$ cat src/rtl/int_to_fp_no_ctrl_pkg.sv
// Shared FPU definitions for the integer-to-single converter.
// Holds rounding-mode encodings, fflags bit indices, op field positions,
// the FP32 exponent bias and a 64-bit leading-zero count helper.
package int_to_fp_no_ctrl_pkg;

  localparam logic [2:0] RM_RNE = 3'b000;
  localparam logic [2:0] RM_RTZ = 3'b001;
  localparam logic [2:0] RM_RDN = 3'b010;
  localparam logic [2:0] RM_RUP = 3'b011;
  localparam logic [2:0] RM_RMM = 3'b100;

  localparam int unsigned FFLAG_NV = 4;
  localparam int unsigned FFLAG_DZ = 3;
  localparam int unsigned FFLAG_OF = 2;
  localparam int unsigned FFLAG_UF = 1;
  localparam int unsigned FFLAG_NX = 0;

  localparam int unsigned OP_DOUBLE_BIT   = 2;
  localparam int unsigned OP_WIDE_BIT     = 1;
  localparam int unsigned OP_UNSIGNED_BIT = 0;

  localparam int unsigned FP32_BIAS = 127;

  // Returns 64 for a zero input; the highest set bit wins the scan.
  function automatic logic [6:0] lzc64(input logic [63:0] v);
    logic [6:0] n;
    n = 7'd64;
    for (int i = 0; i < 64; i++) begin
      if (v[i]) n = 7'(63 - i);
    end
    return n;
  endfunction

endpackage

$ cat src/rtl/int_to_fp_no_ctrl_if.sv
// Operand/result bus of the integer-to-single converter.
// master: drives op_i, a_i, rm_i, in_valid_i, out_ready_i; observes outputs.
// slave : the converter; drives in_ready_o, out_valid_o, result_o, fflags_o.
interface int_to_fp_no_ctrl_if;
  logic [2:0]  op_i;
  logic [63:0] a_i;
  logic [2:0]  rm_i;
  logic        in_valid_i;
  logic        out_ready_i;
  logic        in_ready_o;
  logic        out_valid_o;
  logic [63:0] result_o;
  logic [4:0]  fflags_o;

  modport master (
    output op_i, a_i, rm_i, in_valid_i, out_ready_i,
    input  in_ready_o, out_valid_o, result_o, fflags_o
  );

  modport slave (
    input  op_i, a_i, rm_i, in_valid_i, out_ready_i,
    output in_ready_o, out_valid_o, result_o, fflags_o
  );
endinterface

$ cat src/rtl/int_to_fp_no_ctrl_core.sv
// Combinational int32/uint32/int64/uint64 -> fp32 conversion core.
// Ports: op (wide, unsigned), a (operand), rm (rounding mode) in;
//        res (fp32 bits) and flags ({NV,DZ,OF,UF,NX}) out.
module int_to_fp_no_ctrl_core
  import int_to_fp_no_ctrl_pkg::*;
(
  input  logic [1:0]  op,
  input  logic [63:0] a,
  input  logic [2:0]  rm,
  output logic [31:0] res,
  output logic [4:0]  flags
);

  logic        is_wide;
  logic        is_uns;
  logic [63:0] src;
  logic        sign;
  logic [63:0] mag;
  logic [6:0]  lz;
  logic [63:0] norm;
  logic [23:0] mant;
  logic        guard;
  logic        sticky;
  logic        round_up;
  logic [24:0] mant_rnd;
  logic        carry;
  logic [8:0]  exp_full;

  assign is_wide = op[OP_WIDE_BIT];
  assign is_uns  = op[OP_UNSIGNED_BIT];

  always_comb begin
    if (is_wide)     src = a;
    else if (is_uns) src = {32'd0, a[31:0]};
    else             src = {{32{a[31]}}, a[31:0]};
  end

  assign sign = !is_uns && src[63];
  // Two's-complement negate; -2^63 maps to 2^63 as an unsigned magnitude.
  assign mag  = sign ? (~src + 64'd1) : src;
  assign lz   = lzc64(mag);
  assign norm = mag << lz;

  assign mant   = norm[63:40];
  assign guard  = norm[39];
  assign sticky = |norm[38:0];

  always_comb begin
    round_up = 1'b0;
    case (rm)
      RM_RTZ:  round_up = 1'b0;
      RM_RDN:  round_up = sign && (guard || sticky);
      RM_RUP:  round_up = !sign && (guard || sticky);
      RM_RMM:  round_up = guard;
      default: round_up = guard && (sticky || mant[0]);
    endcase
  end

  assign mant_rnd = {1'b0, mant} + {24'd0, round_up};
  // On carry-out the significand is exactly 2^24, so the fraction is zero.
  assign carry    = mant_rnd[24];
  assign exp_full = 9'(FP32_BIAS) + 9'd63 - {2'b00, lz} + {8'd0, carry};

  always_comb begin
    flags           = '0;
    flags[FFLAG_NV] = 1'b0;
    flags[FFLAG_DZ] = 1'b0;
    flags[FFLAG_OF] = 1'b0;
    flags[FFLAG_UF] = 1'b0;
    flags[FFLAG_NX] = guard || sticky;
    if (mag == 64'd0) begin
      res = 32'd0;
    end else begin
      res = {sign, exp_full[7:0], carry ? 23'd0 : mant_rnd[22:0]};
    end
  end

endmodule

$ cat src/rtl/int_to_fp_no_ctrl.sv
// Two-stage pipelined integer-to-single converter (fcvt.s.w/wu/l/lu).
// Ports: clk, rst_n (synchronous, active-low), bus (slave side of
// int_to_fp_no_ctrl_if carrying op/a/rm, valid/ready and result/fflags).
// Optional macro INT2FP_NANBOX_EN: NaN-box single results (upper word all ones).
module int_to_fp_no_ctrl
  import int_to_fp_no_ctrl_pkg::*;
#(
  parameter int unsigned EXPWIDTH    = 8,
  parameter int unsigned PRECISION   = 24,
  parameter int unsigned SOFT_THREAD = 4
) (
  input logic              clk,
  input logic              rst_n,
  int_to_fp_no_ctrl_if.slave bus
);

  if (!(EXPWIDTH == 8 && PRECISION == 24 && SOFT_THREAD > 0)) begin : g_param_check
    $error("int_to_fp_no_ctrl supports only fp32 results");
  end

  logic        v1_q, v1_d;
  logic        v2_q, v2_d;
  logic        is_single1_q;
  logic [1:0]  op1_q;
  logic [63:0] a1_q;
  logic [2:0]  rm1_q;
  logic [31:0] res2_q;
  logic [4:0]  flags2_q;
  logic        is_single2_q;

  logic        stall;
  logic        en1;
  logic        en2;
  logic [31:0] core_res;
  logic [4:0]  core_flags;

  assign stall = v2_q && !bus.out_ready_i;
  assign en1   = bus.in_valid_i && !(v1_q && stall);
  assign en2   = v1_q && !stall;

  always_comb begin
    v1_d = v1_q;
    v2_d = v2_q;
    if (!(v1_q && stall)) v1_d = bus.in_valid_i;
    if (!stall)           v2_d = v1_q;
  end

  always_ff @(posedge clk) begin
    if (!rst_n) begin
      v1_q         <= 1'b0;
      v2_q         <= 1'b0;
      is_single1_q <= 1'b0;
      op1_q        <= '0;
      a1_q         <= '0;
      rm1_q        <= '0;
      res2_q       <= '0;
      flags2_q     <= '0;
      is_single2_q <= 1'b0;
    end else begin
      v1_q <= v1_d;
      v2_q <= v2_d;
      if (en1) begin
        is_single1_q <= !bus.op_i[OP_DOUBLE_BIT];
        op1_q        <= bus.op_i[1:0];
        a1_q         <= bus.a_i;
        rm1_q        <= bus.rm_i;
      end
      if (en2) begin
        res2_q       <= core_res;
        flags2_q     <= core_flags;
        is_single2_q <= is_single1_q;
      end
    end
  end

  int_to_fp_no_ctrl_core u_core (
    .op    (op1_q),
    .a     (a1_q),
    .rm    (rm1_q),
    .res   (core_res),
    .flags (core_flags)
  );

`ifdef INT2FP_NANBOX_EN
  localparam logic [31:0] UpperWord = 32'hFFFF_FFFF;
`else
  localparam logic [31:0] UpperWord = 32'h0000_0000;
`endif

  assign bus.in_ready_o  = !(!bus.out_ready_i && v1_q && v2_q);
  assign bus.out_valid_o = v2_q;
  assign bus.result_o    = is_single2_q ? {UpperWord, res2_q} : 64'd0;
  assign bus.fflags_o    = is_single2_q ? flags2_q : 5'd0;

endmodule

$ cat src/flat_wrapper.sv
// flat-port wrapper written by rule: the top's interface ports become plain ports
module int_to_fp_no_ctrl_flat import int_to_fp_no_ctrl_pkg::*;
#(
  parameter int unsigned EXPWIDTH    = 8,
  parameter int unsigned PRECISION   = 24,
  parameter int unsigned SOFT_THREAD = 4
)
  (clk, rst_n, bus_op_i, bus_a_i, bus_rm_i, bus_in_valid_i, bus_out_ready_i, bus_in_ready_o, bus_out_valid_o, bus_result_o, bus_fflags_o);
  int_to_fp_no_ctrl_if bus_i ();
  input logic clk;
  input logic rst_n;
  input wire logic [$bits(bus_i.op_i)-1:0] bus_op_i;
  input wire logic [$bits(bus_i.a_i)-1:0] bus_a_i;
  input wire logic [$bits(bus_i.rm_i)-1:0] bus_rm_i;
  input wire logic [$bits(bus_i.in_valid_i)-1:0] bus_in_valid_i;
  input wire logic [$bits(bus_i.out_ready_i)-1:0] bus_out_ready_i;
  output wire logic [$bits(bus_i.in_ready_o)-1:0] bus_in_ready_o;
  output wire logic [$bits(bus_i.out_valid_o)-1:0] bus_out_valid_o;
  output wire logic [$bits(bus_i.result_o)-1:0] bus_result_o;
  output wire logic [$bits(bus_i.fflags_o)-1:0] bus_fflags_o;
  assign bus_i.op_i = bus_op_i;
  assign bus_i.a_i = bus_a_i;
  assign bus_i.rm_i = bus_rm_i;
  assign bus_i.in_valid_i = bus_in_valid_i;
  assign bus_i.out_ready_i = bus_out_ready_i;
  assign bus_in_ready_o = bus_i.in_ready_o;
  assign bus_out_valid_o = bus_i.out_valid_o;
  assign bus_result_o = bus_i.result_o;
  assign bus_fflags_o = bus_i.fflags_o;
  int_to_fp_no_ctrl #(.EXPWIDTH(EXPWIDTH), .PRECISION(PRECISION), .SOFT_THREAD(SOFT_THREAD)) u_core (.clk(clk), .rst_n(rst_n), .bus(bus_i));
endmodule
$ cat config.mk
export PLATFORM = sky130hd
export DESIGN_NAME = int_to_fp_no_ctrl_flat
export DESIGN_NICKNAME = d
export VERILOG_FILES = /design/src/rtl/int_to_fp_no_ctrl_pkg.sv /design/src/rtl/int_to_fp_no_ctrl_if.sv /design/src/rtl/int_to_fp_no_ctrl_core.sv /design/src/rtl/int_to_fp_no_ctrl.sv /design/src/flat_wrapper.sv
export SDC_FILE = /design/constraint.sdc
export NUM_CORES = 1
export LEC_CHECK = 0
export BUFFER_PORTS_ARGS = -buffer_cell sky130_fd_sc_hd__buf_2
export CAP_MARGIN = 20
export CELL_PAD_IN_SITES_DETAIL_PLACEMENT = 0
export CELL_PAD_IN_SITES_GLOBAL_PLACEMENT = 1
export CORE_MARGIN = 5
export CORE_UTILIZATION = 39
export DETAILED_ROUTE_END_ITERATION = 10
export GPL_TIMING_DRIVEN = 0
export PLACE_DENSITY = 0.86
export RECOVER_POWER = 25
export SETUP_SLACK_MARGIN = 0.02
export SKIP_LAST_GASP = 1
export SYNTH_ARGS = -nofsm -noshare
export SYNTH_HDL_FRONTEND = slang
export SYNTH_HIERARCHICAL = 1
export SYNTH_SLANG_ARGS = --single-unit
$ cat constraint.sdc
create_clock -name clk -period 6.9 [get_ports clk]
set_input_delay 1.38 -clock clk [delete_from_list [all_inputs] [get_ports clk]]
set_output_delay 1.38 -clock clk [all_outputs]
set_load 0.01 [all_outputs]
==> impl_results.md <==
* Longest Clk Path Bufs at 2
* Flop pwr share at 10.8%
* Crit Path Max Fanout at 10
* Synthesized cell area at 16520 um^2
* Hold Fails Final Rpt at 0
* YS warnings at 6
* Placed insts at 3032
* LEAKAGE at 8.456 nW
* CTS sink cnt at 110
* Via count at 21.52k
* Max cap viols at 0
* Post-route cell area at 21990 um^2
* Setup TNS at -21.27 ns
* Crit path max-delay family: compound AO/OA/AOI/OAI gates
* Post-route ant nets at 0
* Delay of the slowest critical-path stage at 0.54 ns
* Final Net Count at 2733
* Routed WL per cell at 28.91 um
* Flops & latches, synth at 110
* Clk root buf: clkbuf_16
* DP HPWL at 71360 um
* Ys async rst share at 0%
* Port bufs at 111
* Placed cell area at 17950 um^2
* Layout cell share with drive strength beyond 1 at 31.54%
* WP buf/inv at 9
* Status: finished with violations
* F_max at 0.1280 GHz
* Placer Congestion at 1.042
* Vias in the first global route at 20.13k
* Maximum number of pins on one net before global-route repair at 19
* CP startpoint kind: register
* Failing checks: negative setup slack
* RSZ-0062 raised after global routing: true
* Die Height at 215.8 um
* Endpoint type of the worst setup path: register
* Largest cells by area after synthesis: dfxtp_1 13%, mux2i_1 8.7%, nand2_1 7.0%
* Worst vdd ir at 171.9 uV
* Antenna cell count at 0
* Die area at 46570 um^2
* Clock share of power at 7.4%
* Slew @ Worst Pin at 1.060 ns
* Worst path required time at 7.21 ns
* Core footprint at 41950 um^2
* Worst Clk Skew at 0.009064 ns
* Total GRT Usage at 37.18%
* Slew Limit Fails at 0
* Die width at 215.8 um
* Post-synth EDFFs at 0
* Initial antenna violation count at 0
* Worst-path cell with the longest stage delay: or4b_4
* DRC violations left at 0
* Yosys cell types at 113
* First-pass DRT Iterations at 6
* GRT Residual Overflow at 0
* I/O Pins at 145
* P_int at 3.023 mW
* Util after Layout at 52.42%
* Setup Slack @ Placement at -3.002 ns
* Final WL at 92400 um
* Biggest area consumer among synthesized cells: dfxtp_1
* Top_reg_cell synth: dfxtp_1
* Worst EP arrival at 8.12 ns
* TritonCTS clock tree: done
* Endpoints failing setup at 31
* Min Tclk post-route at 7.810 ns
* Logic pwr share at 81.7%
* Worst-path clk slew at 0.08 ns
* Final non-filler cell total at 3196
* Register area share after synthesis at 13.33%
* Total power at 6.939 mW
* DR iter-0 viols at 2661
* Post-synth top area share at 13.33%
* CTS H-tree lvls at 3
* Avg Cell Area, Syn at 7.044 um^2
* Num rows at 75
* Hold crit path type: register to register
* Synthesis-to-finish area growth at 33.12%
* Initial Util at 39.38%
* Final WS setup at -0.9103 ns
* Pwr Density at 315.6 nW/um^2
* Slew margin rel. at 28.42%
* Vias/cell at 6.734
* First-pass GRT wire length at 133600 um
* P_sw at 3.917 mW
* Critical path class: register to register
* Worst skew pair latency at 0.38 ns
* Mapped Cells at 2345
* Min Hold Slack at 0.4592 ns
* Post-CTS Hold Fix Bufs at 0
* Final period util at 113.2%
* Sw frac at 56.44%
* TritonCTS Buffers at 9
## worst reg2reg max path: cells and delay by family, from the launching register on
kind            cells  cell delay [ns]
flops               1             0.39
buf+inv             9             1.46
compound gates     11             2.62
fa+ha+maj           4             0.74
simple gates       13             2.43
xor+xnor            1             0.12
## cell type report
cell class                 count  area [um^2]
inverter                      22        95.09
buffer                       236         1718
clock inverter                 5        43.79
clock buffer                  10        239.0
timing repair buffer         269         1861
fill                        4148        19960
sequential                   110         2208
multi-input combinational   2005        15150
tap                          539        674.4
## path summary, 6_finish.rpt
check	startpoint	endpoint	slack, ns	cells past startpoint
setup / recovery	u_core/a1_q[0]	u_core/res2_q[26]	-0.91	38
hold / removal	u_core/a1_q[15]	u_core/a1_q[15]	0.46	2
setup reg to reg	u_core/a1_q[0]	u_core/res2_q[26]	-0.91	38
hold reg to reg	u_core/a1_q[15]	u_core/a1_q[15]	0.46	2
## cells in the mapped netlist, drive strengths merged (16+ instances only)
cell and n:
a2111oi 16, a211oi 59, a21boi 46, a21oi 119
a31oi 33, and2 56, and3 16, buf 166
clkbuf 76, dfxtp 110, inv 21, mux2i 147
nand2 307, nand3 107, nand4 50, nor2 173
nor3 111, nor3b 16, nor4 35, o211ai 34
o21a 16, o21ai 146, o22ai 26, o31ai 28
o32ai 16, or3 25, or4 22, xnor2 63
xor2 21
## registers in the layout, indices dropped and copies added, names as in the netlist
register,count
u_core/a1_q,64
u_core/flags2_q,5
u_core/is_single2_q,1
u_core/res2_q,32
u_core/op1_q,2
u_core/is_single1_q,1
u_core/bus.out_valid_o,1
u_core/rm1_q,3
u_core/v1_q,1
## power groups by stage
stage,sequential [mW],combinational [mW],clock [mW]
after floorplan,0.735,2.61,0
after global placement,0.754,4.09,0
after detailed placement,0.756,4.06,0
after CTS,0.747,5.12,0.531
after global routing,0.759,5.82,0.552
final,0.752,5.67,0.516
## per-layer routing
| layer | wire (um) | share of wire, % | vias up | GRT usage [%] |
|---|---|---|---|---|
| met5 | 0 | 0 | - | 0 |
| met4 | 7631 | 8.3 | 0 | 23.87 |
| met3 | 7639 | 8.3 | 369 | 5.858 |
| met2 | 40840 | 44 | 1384 | 59.19 |
| met1 | 36290 | 39 | 10340 | 46.81 |
| li1 | - | - | 9427 | - |
## layout by cell type, fill, tap and decap left out, types with 17 or more instances in the layout
master      n
a21boi_1   29
buf_6      44
o31ai_1    22
buf_2     146
or4_1      20
o211ai_1   33
a21oi_2    24
mux2i_1   130
a21oi_1    85
clkbuf_2   18
nor3_2     23
a211oi_1   32
o21ai_1    29
nand4_1    45
nor2_1    150
nor3_1     72
o21ai_0   103
o22ai_1    22
xnor2_1    46
inv_1      17
conb_1     36
clkbuf_1   52
nor2_2     17
nand3_1    97
dfxtp_1   107
and2_1     56
buf_4     210
a31oi_1    27
nand2_1   298
or3_1      24
## cell families after synthesis
| family | synth area share [%] |
|---|---|
| compound gates | 32.11 |
| flops | 13.33 |
| other cells | 0.04546 |
| fa+ha+maj | 0.4545 |
| buf+inv | 8.521 |
| mux | 10.19 |
| xor+xnor | 4.499 |
| simple gates | 30.85 |
## timing repair
item                                    CTS  global route
endpoints found under the hold margin     0             0
gates cloned                              3             1
gates resized for setup                 442           120
pin swaps                               106            66
endpoints found under the setup margin   32            31
setup buffers                           119            33
(Power assumes the default switching activity.)
